===== config.mk =====
export PLATFORM = sky130hd
export DESIGN_NAME = imm_enc
export DESIGN_NICKNAME = d
export VERILOG_FILES = /design/src/rtl/imm_enc.sv
export SDC_FILE = /design/constraint.sdc
export NUM_CORES = 1
export LEC_CHECK = 0
export ABC_AREA = 0
export BUFFER_PORTS_ARGS = -buffer_cell sky130_fd_sc_hd__buf_2
export CAP_MARGIN = 20
export CELL_PAD_IN_SITES_DETAIL_PLACEMENT = 1
export CELL_PAD_IN_SITES_GLOBAL_PLACEMENT = 2
export CORE_MARGIN = 3
export CORE_UTILIZATION = 23
export DETAILED_ROUTE_END_ITERATION = 10
export HOLD_SLACK_MARGIN = 0.02
export PLACE_DENSITY_LB_ADDON = 0.1
export SKIP_LAST_GASP = 1
export SLEW_MARGIN = 20
export SYNTH_ARGS = -nofsm -noshare
export SYNTH_HDL_FRONTEND = slang
export SYNTH_SLANG_ARGS = --single-unit

===== constraint.sdc =====
create_clock -name clk -period 3.35 [get_ports clk]
set_clock_uncertainty 0.2 [all_clocks]
set_input_delay 0.67 -clock clk [delete_from_list [all_inputs] [get_ports clk]]
set_output_delay 0.67 -clock clk [all_outputs]
set_load 0.1 [all_outputs]

===== src/rtl/imm_enc.sv =====
// rtl/imm_enc.sv - instruction encoder with a one-entry output register; optional immediate range check under IMM_RANGE_CHECK_EN
module imm_enc (
    input  logic        clk,
    input  logic        rst,
    input  logic        in_valid,
    output logic        in_ready,
    input  logic [6:0]  in_op,
    input  logic [4:0]  in_rd,
    input  logic [2:0]  in_funct3,
    input  logic [4:0]  in_rs1,
    input  logic [4:0]  in_rs2,
    input  logic [6:0]  in_funct7,
    input  logic [31:0] in_imm,
    output logic        out_valid,
    input  logic        out_ready,
    output logic [31:0] out_instr,
    output logic        out_err,
    output logic [15:0] enc_count
);

    // Opcode values that select each encoding format
    localparam logic [6:0] OP_R      = 7'b0110011;
    localparam logic [6:0] OP_I_ALU  = 7'b0010011;
    localparam logic [6:0] OP_I_LOAD = 7'b0000011;
    localparam logic [6:0] OP_I_JALR = 7'b1100111;
    localparam logic [6:0] OP_S      = 7'b0100011;
    localparam logic [6:0] OP_B      = 7'b1100011;
    localparam logic [6:0] OP_U_LUI  = 7'b0110111;
    localparam logic [6:0] OP_U_AUI  = 7'b0010111;
    localparam logic [6:0] OP_J      = 7'b1101111;

    // Word emitted for an opcode the encoder does not recognise (addi x0, x0, 0)
    localparam logic [31:0] NOP_WORD = 32'h00000013;

    typedef enum logic [2:0] {
        FMT_R,
        FMT_I,
        FMT_S,
        FMT_B,
        FMT_U,
        FMT_J,
        FMT_X
    } fmt_t;

    typedef enum logic {
        EMPTY,
        FULL
    } state_t;

    fmt_t        w_fmt;
    logic [31:0] w_instr;
    logic        w_op_err;
    logic        w_err;
    logic        w_in_ready;
    logic        w_accept;

    state_t      r_state;
    logic        r_out_valid;
    logic [31:0] r_out_instr;
    logic        r_out_err;
    logic [15:0] r_enc_count;

    // Decode the opcode into one of the six formats or unknown
    always_comb begin
        w_fmt = FMT_X;
        case (in_op)
            OP_R:                            w_fmt = FMT_R;
            OP_I_ALU, OP_I_LOAD, OP_I_JALR:  w_fmt = FMT_I;
            OP_S:                            w_fmt = FMT_S;
            OP_B:                            w_fmt = FMT_B;
            OP_U_LUI, OP_U_AUI:              w_fmt = FMT_U;
            OP_J:                            w_fmt = FMT_J;
            default:                         w_fmt = FMT_X;
        endcase
    end

    // Pack the fields for the decoded format; immediates are truncated to the bits each format carries
    always_comb begin
        w_instr = NOP_WORD;
        case (w_fmt)
            FMT_R: w_instr = {in_funct7, in_rs2, in_rs1, in_funct3, in_rd, in_op};
            FMT_I: w_instr = {in_imm[11:0], in_rs1, in_funct3, in_rd, in_op};
            FMT_S: w_instr = {in_imm[11:5], in_rs2, in_rs1, in_funct3, in_imm[4:0], in_op};
            FMT_B: w_instr = {in_imm[12], in_imm[10:5], in_rs2, in_rs1, in_funct3,
                              in_imm[4:1], in_imm[11], in_op};
            FMT_U: w_instr = {in_imm[31:12], in_rd, in_op};
            FMT_J: w_instr = {in_imm[20], in_imm[10:1], in_imm[11], in_imm[19:12], in_rd, in_op};
            default: w_instr = NOP_WORD;
        endcase
    end

    assign w_op_err = (w_fmt == FMT_X);

`ifdef IMM_RANGE_CHECK_EN
    logic w_ok_12;
    logic w_ok_b;
    logic w_ok_j;
    logic w_ok_u;
    logic w_range_err;

    assign w_ok_12 = (in_imm == {{20{in_imm[11]}}, in_imm[11:0]});
    assign w_ok_b  = (in_imm == {{19{in_imm[12]}}, in_imm[12:0]}) && !in_imm[0];
    assign w_ok_j  = (in_imm == {{11{in_imm[20]}}, in_imm[20:0]}) && !in_imm[0];
    assign w_ok_u  = (in_imm[11:0] == 12'h000);

    // Flag an immediate that the selected format cannot represent exactly
    always_comb begin
        w_range_err = 1'b0;
        case (w_fmt)
            FMT_I, FMT_S: w_range_err = !w_ok_12;
            FMT_B:        w_range_err = !w_ok_b;
            FMT_J:        w_range_err = !w_ok_j;
            FMT_U:        w_range_err = !w_ok_u;
            default:      w_range_err = 1'b0;
        endcase
    end

    assign w_err = w_op_err || w_range_err;
`else
    assign w_err = w_op_err;
`endif

    // A new word may enter whenever the register is empty or is being drained this cycle
    assign w_in_ready = !r_out_valid || out_ready;
    assign w_accept   = in_valid && w_in_ready;

    // Output register state machine and handshake counter
    always_ff @(posedge clk) begin
        if (rst) begin
            r_state     <= EMPTY;
            r_out_valid <= 1'b0;
            r_out_instr <= 32'h00000000;
            r_out_err   <= 1'b0;
            r_enc_count <= 16'h0000;
        end else begin
            if (r_out_valid && out_ready) begin
                r_enc_count <= r_enc_count + 16'd1;
            end
            case (r_state)
                EMPTY: begin
                    if (w_accept) begin
                        r_state     <= FULL;
                        r_out_valid <= 1'b1;
                        r_out_instr <= w_instr;
                        r_out_err   <= w_err;
                    end
                end
                FULL: begin
                    if (w_accept) begin
                        r_state     <= FULL;
                        r_out_valid <= 1'b1;
                        r_out_instr <= w_instr;
                        r_out_err   <= w_err;
                    end else if (out_ready) begin
                        r_state     <= EMPTY;
                        r_out_valid <= 1'b0;
                    end
                end
                default: begin
                    r_state     <= EMPTY;
                    r_out_valid <= 1'b0;
                end
            endcase
        end
    end

    assign in_ready  = w_in_ready;
    assign out_valid = r_out_valid;
    assign out_instr = r_out_instr;
    assign out_err   = r_out_err;
    assign enc_count = r_enc_count;

endmodule


==> reports/results.ini, run 1 <==
[outcome]
outcome = complete, no violations

[routing]
num_vias = 2812
drc_errors = 0
dr.pass1.iters = 6
post_drt_wl_per_cell_um = 16.9
drt_wl_total_um = 9560
routed_via_density = 4.96
first_iter_violations = 106
postRouteAntennaNets = 0

[grt]
grt_pass1_vias = 2939
overflow = 0
grt_max_degree = 29
grt_use_total = 0.149
grt_pass1_wl_um = 15200
antenna_found_initial = 0

[timing]
worstMarginPinSlew_ps = 570
whs_ps = 259
rsz0062_at_grt = false
slew_headroom = 0.620
slew_viol_final = 0
hold_violations = 0
timing.setup.tns_ps = 0
fin_crit_sh = 0.873
setup_violations = 0
fin_crit_ps = 2930
fmax_mhz = 342
layout_setup_ws_ps = 424

[place]
pre_cts_ws_ps = 114
dpl.hpwl_um = 7100
port_buffers = 118
gp_congestion = 0.791

[synthesis]
synthFlopType = dfxtp_1
syn_nets = 377
yosysWarnings = 0
ys_ff_latch = 51
synth-seq-area-share = 0.389
netlist_instances = 307
synthDistinctLibCells = 49
synth-async-reset-ratio = 0
synth.cell_area_um2 = 2630
synth-edff-count = 0
syn-mean-instance-area_um2 = 8.55

[clock_network]
hold_buffers = 0
clockBufferDepth = 2
cts_sinks = 51
cts_max_level = 2
cts_tree = built
cts.clk_slew.worst_paths_ps = 70
cts_buffers = 5
cts_resized = 0
insertion_delay_ps = 290
cts-root-buf = clkbuf_16
cts_setup_buffers = 0

[cells_and_area]
layout-drive-gt1-share = 0.349
layout.nets = 497
final_common_cell = buf_2
final_cell_mix = buf_2 (118), dfxtp_1 (51), nor2_1 (49), nand2_1 (24), a21oi_1 (18)
n_fill_cell = 1340
syn_to_final_growth_pct = 35.2
n_antenna_cell = 0
utilization = 0.323

[worst_setup_path]
critPathKind = input port to flip-flop
cp_max_fo = 13
worstSetupEndpointType = flip-flop
start_kind = input port
cp.arrival_ps = 2940
required_ps = 3370

[worst_hold_path]
hold_class = flip-flop to flip-flop

[pwr]
power_mw = 1.37
total_leakage_power_nw = 1.58
p_per_area_nw_per_um2 = 386
ir_drop_v = 0.000169

[die]
initial_utilization = 0.239
die-area_um2 = 12700
row_count = 38
die_h_um = 113
die_w_um = 113
io_pins = 119
core_um2 = 11000

[run]
maxCapViolations = 0

-- cell usage after synthesis (all sizes together), types with 6 or more instances --
master | n | area share
dfxtp | 51 | 0.39
nor2 | 49 | 0.070
nand2 | 24 | 0.034
a21oi | 18 | 0.034
nand3 | 14 | 0.027
a22oi | 13 | 0.042
buf | 12 | 0.029
a32oi | 10 | 0.040
xor2 | 10 | 0.033
nor3 | 9 | 0.019
a22o | 8 | 0.027
a32o | 8 | 0.030
clkbuf | 8 | 0.011
mux2i | 7 | 0.027
o31ai | 7 | 0.020
a31oi | 6 | 0.014
-- report_power, final --
group | leakage (nW) | internal (mW) | switching, mW | total [mW]
Sequential | 0.413 | 0.614 | 0.00599 | 0.620
Clock | 0.0727 | 0.293 | 0.238 | 0.531
Combinational | 1.09 | 0.0692 | 0.151 | 0.220
-- critical path, cell delays in order --
cell and delay (ps):
buf_2 140, or3b_1 430, or2_1 260, ha_1 260
inv_1 140, mux2i_1 160, or3b_4 500, nor2_1 150
a31oi_1 50, o31ai_1 180
-- metal layers --
| metal | track usage | wire length (um) | vias to the layer above |
|---|---|---|---|
| met2 | 0.263 | 4790 | 63 |
| met4 | 0.0377 | 107 | 0 |
| met5 | 0 | 0 | - |
| met3 | 0.0390 | 526 | 8 |
| met1 | 0.179 | 4140 | 1363 |
| li1 | - | - | 1378 |
-- flip-flops by register name, summed over array words and instances, names as in the netlist --
| name | flops |
|---|---|
| out_instr | 32 |
| r_state | 1 |
| out_valid | 1 |
| out_err | 1 |
| enc_count | 16 |
-- stage by stage --
| step | instance area, um2 | cells |
|---|---|---|
| 2_1_floorplan | 2630 | 307 |
| 3_3_place_gp | 3410 | 560 |
| 3_5_place_dp | 3410 | 560 |
| 4_1_cts | 3550 | 567 |
| 5_1_grt | 3550 | 567 |
| 6_report | 3550 | 567 |
-- final timing paths --
check / start / end / slack (ps) / cells after the start
max: in_op[4] / out_instr[26] / 420 / 10
min reg2reg: out_instr[30] / out_instr[30] / 260 / 2
max reg2reg: out_valid / out_instr[22] / 1130 / 7
min: out_instr[30] / out_instr[30] / 260 / 2
-- area by class of cell --
class | instances | area, um2 | area share
flip-flops and latches | 51 | 1020 | 0.288
clock inverters | 1 | 5.00 | 0.00141
multi-input cells | 233 | 1500 | 0.421
repair buffers | 133 | 703 | 0.198
inverters | 3 | 11.3 | 0.00317
well taps | 140 | 175 | 0.0493
clock buffers | 6 | 139 | 0.0391
-- kinds of logic (layout without fill, tap and decap cells) --
family          after synthesis  count (layout)  share of synthesized area
simple gates                126             126                      0.234
compound gates               85              85                      0.253
flops                        51              51                      0.389
buf+inv                      23             143                     0.0448
xor+xnor                     13              13                     0.0434
mux                           7               7                     0.0267
fa+ha+maj                     2               2                    0.00953
(Power assumes the default switching activity.)
==> run 2: changes to the inputs <==
==> constraint.sdc (replaced) <==
create_clock -name clk -period 2.6 [get_ports clk]
set_clock_uncertainty 0.2 [all_clocks]
set_input_delay 0.52 -clock clk [delete_from_list [all_inputs] [get_ports clk]]
set_output_delay 0.52 -clock clk [all_outputs]
set_load 0.1 [all_outputs]
==> reports/results.ini, run 2 (same netlist as run 1, synthesis figures left out) <==
[die]
row_count = 38  ; unchanged
initial_utilization = 0.239  ; unchanged
io_pins = 119  ; unchanged
die_h_um = 113  ; unchanged
die_w_um = 113  ; unchanged
die-area_um2 = 12700  ; unchanged
core_um2 = 11000  ; unchanged

[timing]
timing.setup.tns_ps = 0  ; unchanged
fin_crit_ps = 2530
whs_ps = 250  ; -9.13 ps
fmax_mhz = 395
slew_viol_final = 0  ; unchanged
hold_violations = 0  ; unchanged
setup_violations = 0  ; unchanged
rsz0062_at_grt = true
fin_crit_sh = 0.973
slew_headroom = 0.624  ; +0.00423
worstMarginPinSlew_ps = 562  ; -8.42 ps

[worst_setup_path]
critPathKind = input port to flip-flop
reg2reg_to = out_instr[6]
slowest_stage = or3b_4
cpPeakStageDelay_ps = 390  ; -110 ps
reg2reg_setup_slack_ps = 680  ; -450 ps
start_kind = input port
cp_cell_sequence = buf_2 > or3b_4 > or2_4 > ha_4 > nor2_1 > o2111ai_1 > o21ai_2 > buf_4 > a32oi_1 > a311oi_1
ff2ff_path_depth = 7  ; unchanged
cp_max_fo = 8  ; -5
critPathTopFamily = simple AND/OR/NAND/NOR gates
path_buf_inv = 2  ; unchanged
worstReg2RegStart = out_valid
required_ps = 2590  ; -780 ps
worstSetupEndpointType = flip-flop
cp.arrival_ps = 2520  ; -420 ps

[grt]
met1_usage = 0.200  ; +0.0210
met2_usage = 0.250  ; -0.0126
grt_max_degree = 29  ; unchanged
grt_pass1_vias = 2934  ; -0.17%
overflow = 0  ; unchanged
grt.busiest_layer = met2
grt_use_total = 0.150  ; +0.00189
grt_pass1_wl_um = 15600  ; +2.3%
antenna_found_initial = 0  ; unchanged
grt_use_met3 = 0.0337  ; -0.00535

[pwr]
ir_drop_v = 0.000291  ; +72%
p_per_area_nw_per_um2 = 477  ; +23%
total_leakage_power_nw = 1.68  ; +6.5%

[clock_network]
cts-root-buf = clkbuf_16
cts_buffers = 5  ; unchanged
cts_setup_buffers = 0  ; unchanged
insertion_delay_ps = 280  ; about the same
hold_buffers = 0  ; unchanged
clockBufferDepth = 2  ; unchanged
cts_resized = 0  ; unchanged
cts_sinks = 51  ; unchanged
cts.clk_slew.worst_paths_ps = 70  ; about the same
cts_max_level = 2  ; unchanged
cts_tree = built

[place]
dp_cells = 576  ; +2.9%
gp_congestion = 0.783  ; -0.95%
dpl.hpwl_um = 7500  ; +5.6%
placed_cell_area_um2 = 3600  ; +5.8%
port_buffers = 118  ; unchanged

[routing]
dr.pass1.iters = 6  ; unchanged
post_drt_wl_per_cell_um = 17.0  ; +0.60%
drc_errors = 0  ; unchanged
num_vias = 2871  ; +2.1%
postRouteAntennaNets = 0  ; unchanged
routed_via_density = 4.91  ; -1.0%
drt_wl_total_um = 9920  ; +3.8%
first_iter_violations = 94  ; -11%

[worst_hold_path]
hold_class = flip-flop to flip-flop
min_to = out_instr[28]
holdPathStages = 2  ; unchanged
hold_start = out_instr[28]

[outcome]
outcome = complete, no violations

[cells_and_area]
largest_reg_flops = 32  ; unchanged
design_area_um2 = 3790  ; +6.7%
n_antenna_cell = 0  ; unchanged
fin_cells = 585  ; +3.2%
layout.nets = 514  ; +3.4%
final_cell_mix = buf_2 (118), dfxtp_1 (50), nor2_1 (47), buf_4 (29), nand2_1 (24)
final_common_cell = buf_2
layout-drive-gt1-share = 0.396  ; +0.0466
syn_to_final_growth_pct = 44.2
utilization = 0.345  ; +0.0215

[run]
maxCapViolations = 0  ; unchanged

-- run 2: cell types whose count changed in the layout (fill, tap and decap cells not counted), moves of 2 or more --
cell,previous run,this run
buf_12,0,2
nor2_1,49,47
buf_4,15,29
or3b_4,1,3
nor2_4,0,2
-- run 2: metal layers --
layer  wire (um)  vias up
met4         102        0
met5           0        -
met3         625        6
met2        4540       84
met1        4650     1362
li1            -     1419
-- run 2: worst max-delay path by stage --
stage	start	cells after the start	slack, ps	to
after floorplan	in_op[6]	12	-240	out_instr[20]
after global placement	in_op[4]	10	-150	out_instr[30]
after detailed placement	in_op[4]	10	-240	out_instr[26]
after CTS	in_op[4]	10	50	out_instr[26]
after global routing	in_op[4]	10	-30	out_instr[23]
final	in_op[4]	10	70	out_instr[21]
-- run 2: worst min-delay path: stages (launching register included) --
cell,delay (ps)
dfxtp_1,320
nand2_1,50
o31ai_1,50
-- run 2: power by group --
group	internal, mW	switching [mW]
logic	0.111	0.207
registers	0.792	0.00853
clock network	0.386	0.301
total	1.29	0.517
-- run 2: stage by stage --
step	total power, mW	setup slack [ps]
2_1_floorplan	1.01	-244
3_3_place_gp	1.13	-150
3_5_place_dp	1.14	-237
4_1_cts	1.84	53.5
5_1_grt	1.89	-27.1
6_report	1.81	69.0
-- run 2: cell type report --
cell class / instances / area (um2)
Tap cell: 140 / 175
Sequential cell: 51 / 1020
Timing Repair Buffer: 149 / 848
Fill cell: 1356 / 7200
Clock inverter: 2 / 13.8
Clock buffer: 6 / 139
Inverter: 3 / 13.8
Multi-Input combinational cell: 234 / 1570
==> run 3: changes to the inputs <==
--- a/config.mk
+++ b/config.mk
@@ -5,13 +5,13 @@
 export SDC_FILE = /design/constraint.sdc
 export NUM_CORES = 1
 export LEC_CHECK = 0
-export ABC_AREA = 0
-export BUFFER_PORTS_ARGS = -buffer_cell sky130_fd_sc_hd__buf_2
+export ABC_AREA = 1
+export BUFFER_PORTS_ARGS = -buffer_cell sky130_fd_sc_hd__buf_4
 export CAP_MARGIN = 20
 export CELL_PAD_IN_SITES_DETAIL_PLACEMENT = 1
 export CELL_PAD_IN_SITES_GLOBAL_PLACEMENT = 2
 export CORE_MARGIN = 3
-export CORE_UTILIZATION = 23
+export CORE_UTILIZATION = 22
 export DETAILED_ROUTE_END_ITERATION = 10
 export HOLD_SLACK_MARGIN = 0.02
 export PLACE_DENSITY_LB_ADDON = 0.1
==> reports/results.ini, run 3 <==
[outcome]
outcome = complete, no violations

[cells_and_area]
n_fill_cell = 1508  ; +11%
syn_to_final_growth_pct = 50.2
utilization = 0.346  ; +0.00170
final_common_cell = nand2_1
final_cell_mix = nand2_1 (142), buf_4 (136), dfxtp_1 (48), a21oi_1 (42)
layout-drive-gt1-share = 0.334  ; -0.0615
n_antenna_cell = 0  ; unchanged
layout.nets = 597  ; +16%
largest_reg_flops = 32  ; unchanged

[clock_network]
cts_buffers = 5  ; unchanged
cts_max_level = 2  ; unchanged
clockBufferDepth = 2  ; unchanged
insertion_delay_ps = 300  ; +20 ps
cts_sinks = 51  ; unchanged
cts-root-buf = clkbuf_16
cts.clk_slew.worst_paths_ps = 70  ; about the same
hold_buffers = 0  ; unchanged
cts_tree = built

[timing]
whs_ps = 265  ; +15.0 ps
rsz0062_at_grt = false
fin_crit_sh = 0.904  ; -0.0692
fin_crit_ps = 2350  ; -180 ps
fmax_mhz = 425  ; +7.7%
timing.setup.tns_ps = 0  ; unchanged
slew_viol_final = 0  ; unchanged
setup_violations = 0  ; unchanged
hold_violations = 0  ; unchanged
worstMarginPinSlew_ps = 471  ; -90.2 ps
slew_headroom = 0.686  ; +0.0615

[die]
initial_utilization = 0.231  ; -0.00846
io_pins = 119  ; unchanged
die_w_um = 117  ; +3.3%
row_count = 39  ; +2.6%
die-area_um2 = 13600  ; +6.7%
die_h_um = 117  ; +3.3%
core_um2 = 11700  ; +6.2%

[run]
maxCapViolations = 0  ; unchanged

[synthesis]
synth.cell_area_um2 = 2690  ; +2.4%
ys_ff_latch = 51  ; unchanged
synthTopCellsByCount = nand2_1 (143), dfxtp_1 (51), a21oi_1 (42)
syn_nets = 465  ; +23%
synth.most_common_cell = nand2_1
synth_top_area_cell = dfxtp_1
synth_top_cell_area_share = 0.380  ; -0.00922
syn-mean-instance-area_um2 = 6.81  ; -20%
yosysWarnings = 0  ; unchanged
synth_area_leaders = dfxtp_1 (38%), nand2_1 (20%), a21oi_1 (7.8%)
synthFlopType = dfxtp_1
synthDistinctLibCells = 32  ; -35%
synth-edff-count = 0  ; unchanged
synth-async-reset-ratio = 0  ; unchanged
synth-seq-area-share = 0.380  ; -0.00922
netlist_instances = 395  ; +29%

[worst_hold_path]
hold_start = r_state
hold_class = flip-flop to flip-flop
holdPathStages = 2  ; unchanged

[pwr]
ir_drop_v = 0.000229  ; -21%
p_per_area_nw_per_um2 = 465  ; -2.5%
power_mw = 1.88  ; +4.0%
total_leakage_power_nw = 1.83  ; +8.9%

[worst_setup_path]
start_kind = input port
required_ps = 2630  ; +40 ps
cp_max_fo = 5  ; -3
worstSetupEndpointType = flip-flop
cpPeakStageDelay_ps = 230  ; -160 ps
crit_start = in_op[0]
critPathKind = input port to flip-flop
cp_cell_sequence = buf_4 > nand2_1 > nor2_1 > nand2_1 > nand2_1 > inv_1 > ha_1 > nand2_2 > nor2_8 > nor2_8 > buf_4 > a21oi_2 > nand2_1 > nand3_1 > nand2_1 > a21oi_1
cpMostUsedCell = nand2_1
worstReg2RegStart = enc_count[0]
cp.arrival_ps = 2380  ; -140 ps
slowest_stage = a21oi_2
reg2reg_setup_slack_ps = 480  ; -200 ps
ff2ff_path_depth = 10  ; +3

[routing]
routed_via_density = 4.46  ; -9.1%
dr.pass1.iters = 4  ; -2
post_drt_wl_per_cell_um = 14.6  ; -14%
drc_errors = 0  ; unchanged
num_vias = 2989  ; +4.1%
drt_wl_total_um = 9770  ; -1.5%
first_iter_violations = 132  ; +40%
postRouteAntennaNets = 0  ; unchanged

[place]
dpl.hpwl_um = 7360  ; -1.8%
port_buffers = 118  ; unchanged
gp_congestion = 0.781  ; -0.33%

[grt]
met2_usage = 0.240  ; -0.0105
grt.busiest_layer = met2
met1_usage = 0.178  ; -0.0217
grt_max_degree = 39  ; +34%
antenna_found_initial = 0  ; unchanged
overflow = 0  ; unchanged
grt_pass1_vias = 2976  ; +1.4%
grt_use_total = 0.141  ; -0.00967
grt_use_met3 = 0.0275  ; -0.00623
grt_pass1_wl_um = 14900  ; -4.2%

run 3: worst max-delay path, delay by kind of cell:
kind / cells / cell delay (ps)
buffers and inverters: 3 / 330
AND/OR/NAND/NOR: 10 / 1010
AO/OA/AOI/OAI: 2 / 340
adder cells (fa/ha/maj): 1 / 160
run 3: what timing repair did:
action / 4_1_cts / 5_1_grt
setup buffers: 0 / 2
hold endpoints to repair: 0 / 0
gates resized for setup: 0 / 3
endpoints found under the setup margin: 0 / 11
run 3: report_power, final:
group          leakage, nW  total [mW]  switching [mW]  internal [mW]
Sequential           0.414       0.801         0.00849          0.793
Combinational         1.34       0.325           0.201          0.124
Clock               0.0769       0.752           0.302          0.450
Total                 1.83        1.88           0.511           1.37
run 3: final cells by class:
| type | instances | area [um2] | share of cell area |
|---|---|---|---|
| Tap cell | 143 | 179 | 0.0443 |
| Clock buffer | 6 | 129 | 0.0319 |
| Timing Repair Buffer | 139 | 1080 | 0.268 |
| Inverter | 36 | 138 | 0.0341 |
| Clock inverter | 1 | 30.0 | 0.00743 |
| Sequential cell | 51 | 1020 | 0.254 |
| Multi-Input combinational cell | 294 | 1460 | 0.361 |
run 3: metal layers:
metal | vias up | wire, um | part of all wire
met1 | 1372 | 4640 | 0.47
met2 | 72 | 4550 | 0.47
met5 | - | 0 | 0
li1 | 1537 | - | -
met3 | 8 | 454 | 0.046
met4 | 0 | 128 | 0.013
run 3: final timing paths:
| kind | endpoint |
|---|---|
| worst max-delay path | out_instr[20] |
| worst min-delay path | r_state |
| worst max register to register | enc_count[14] |
| worst min register to register | r_state |
run 3: cells by family after synthesis:
kind of cell | after synthesis | share of synthesized area
AND/OR/NAND/NOR | 222 | 0.381
adder cells (fa/ha/maj) | 2 | 0.00930
XOR/XNOR | 2 | 0.00651
buffers and inverters | 51 | 0.0851
AO/OA/AOI/OAI | 67 | 0.138
flip-flops | 51 | 0.380
run 3: per-stage QoR:
stage	setup slack, ps	cells	cell area [um2]
finish	249	670	4040
global placement	-4.01	660	3850
floorplan	-37.8	395	2700
CTS	221	667	4010
detailed placement	-90.2	660	3850
global route	10.2	670	4040
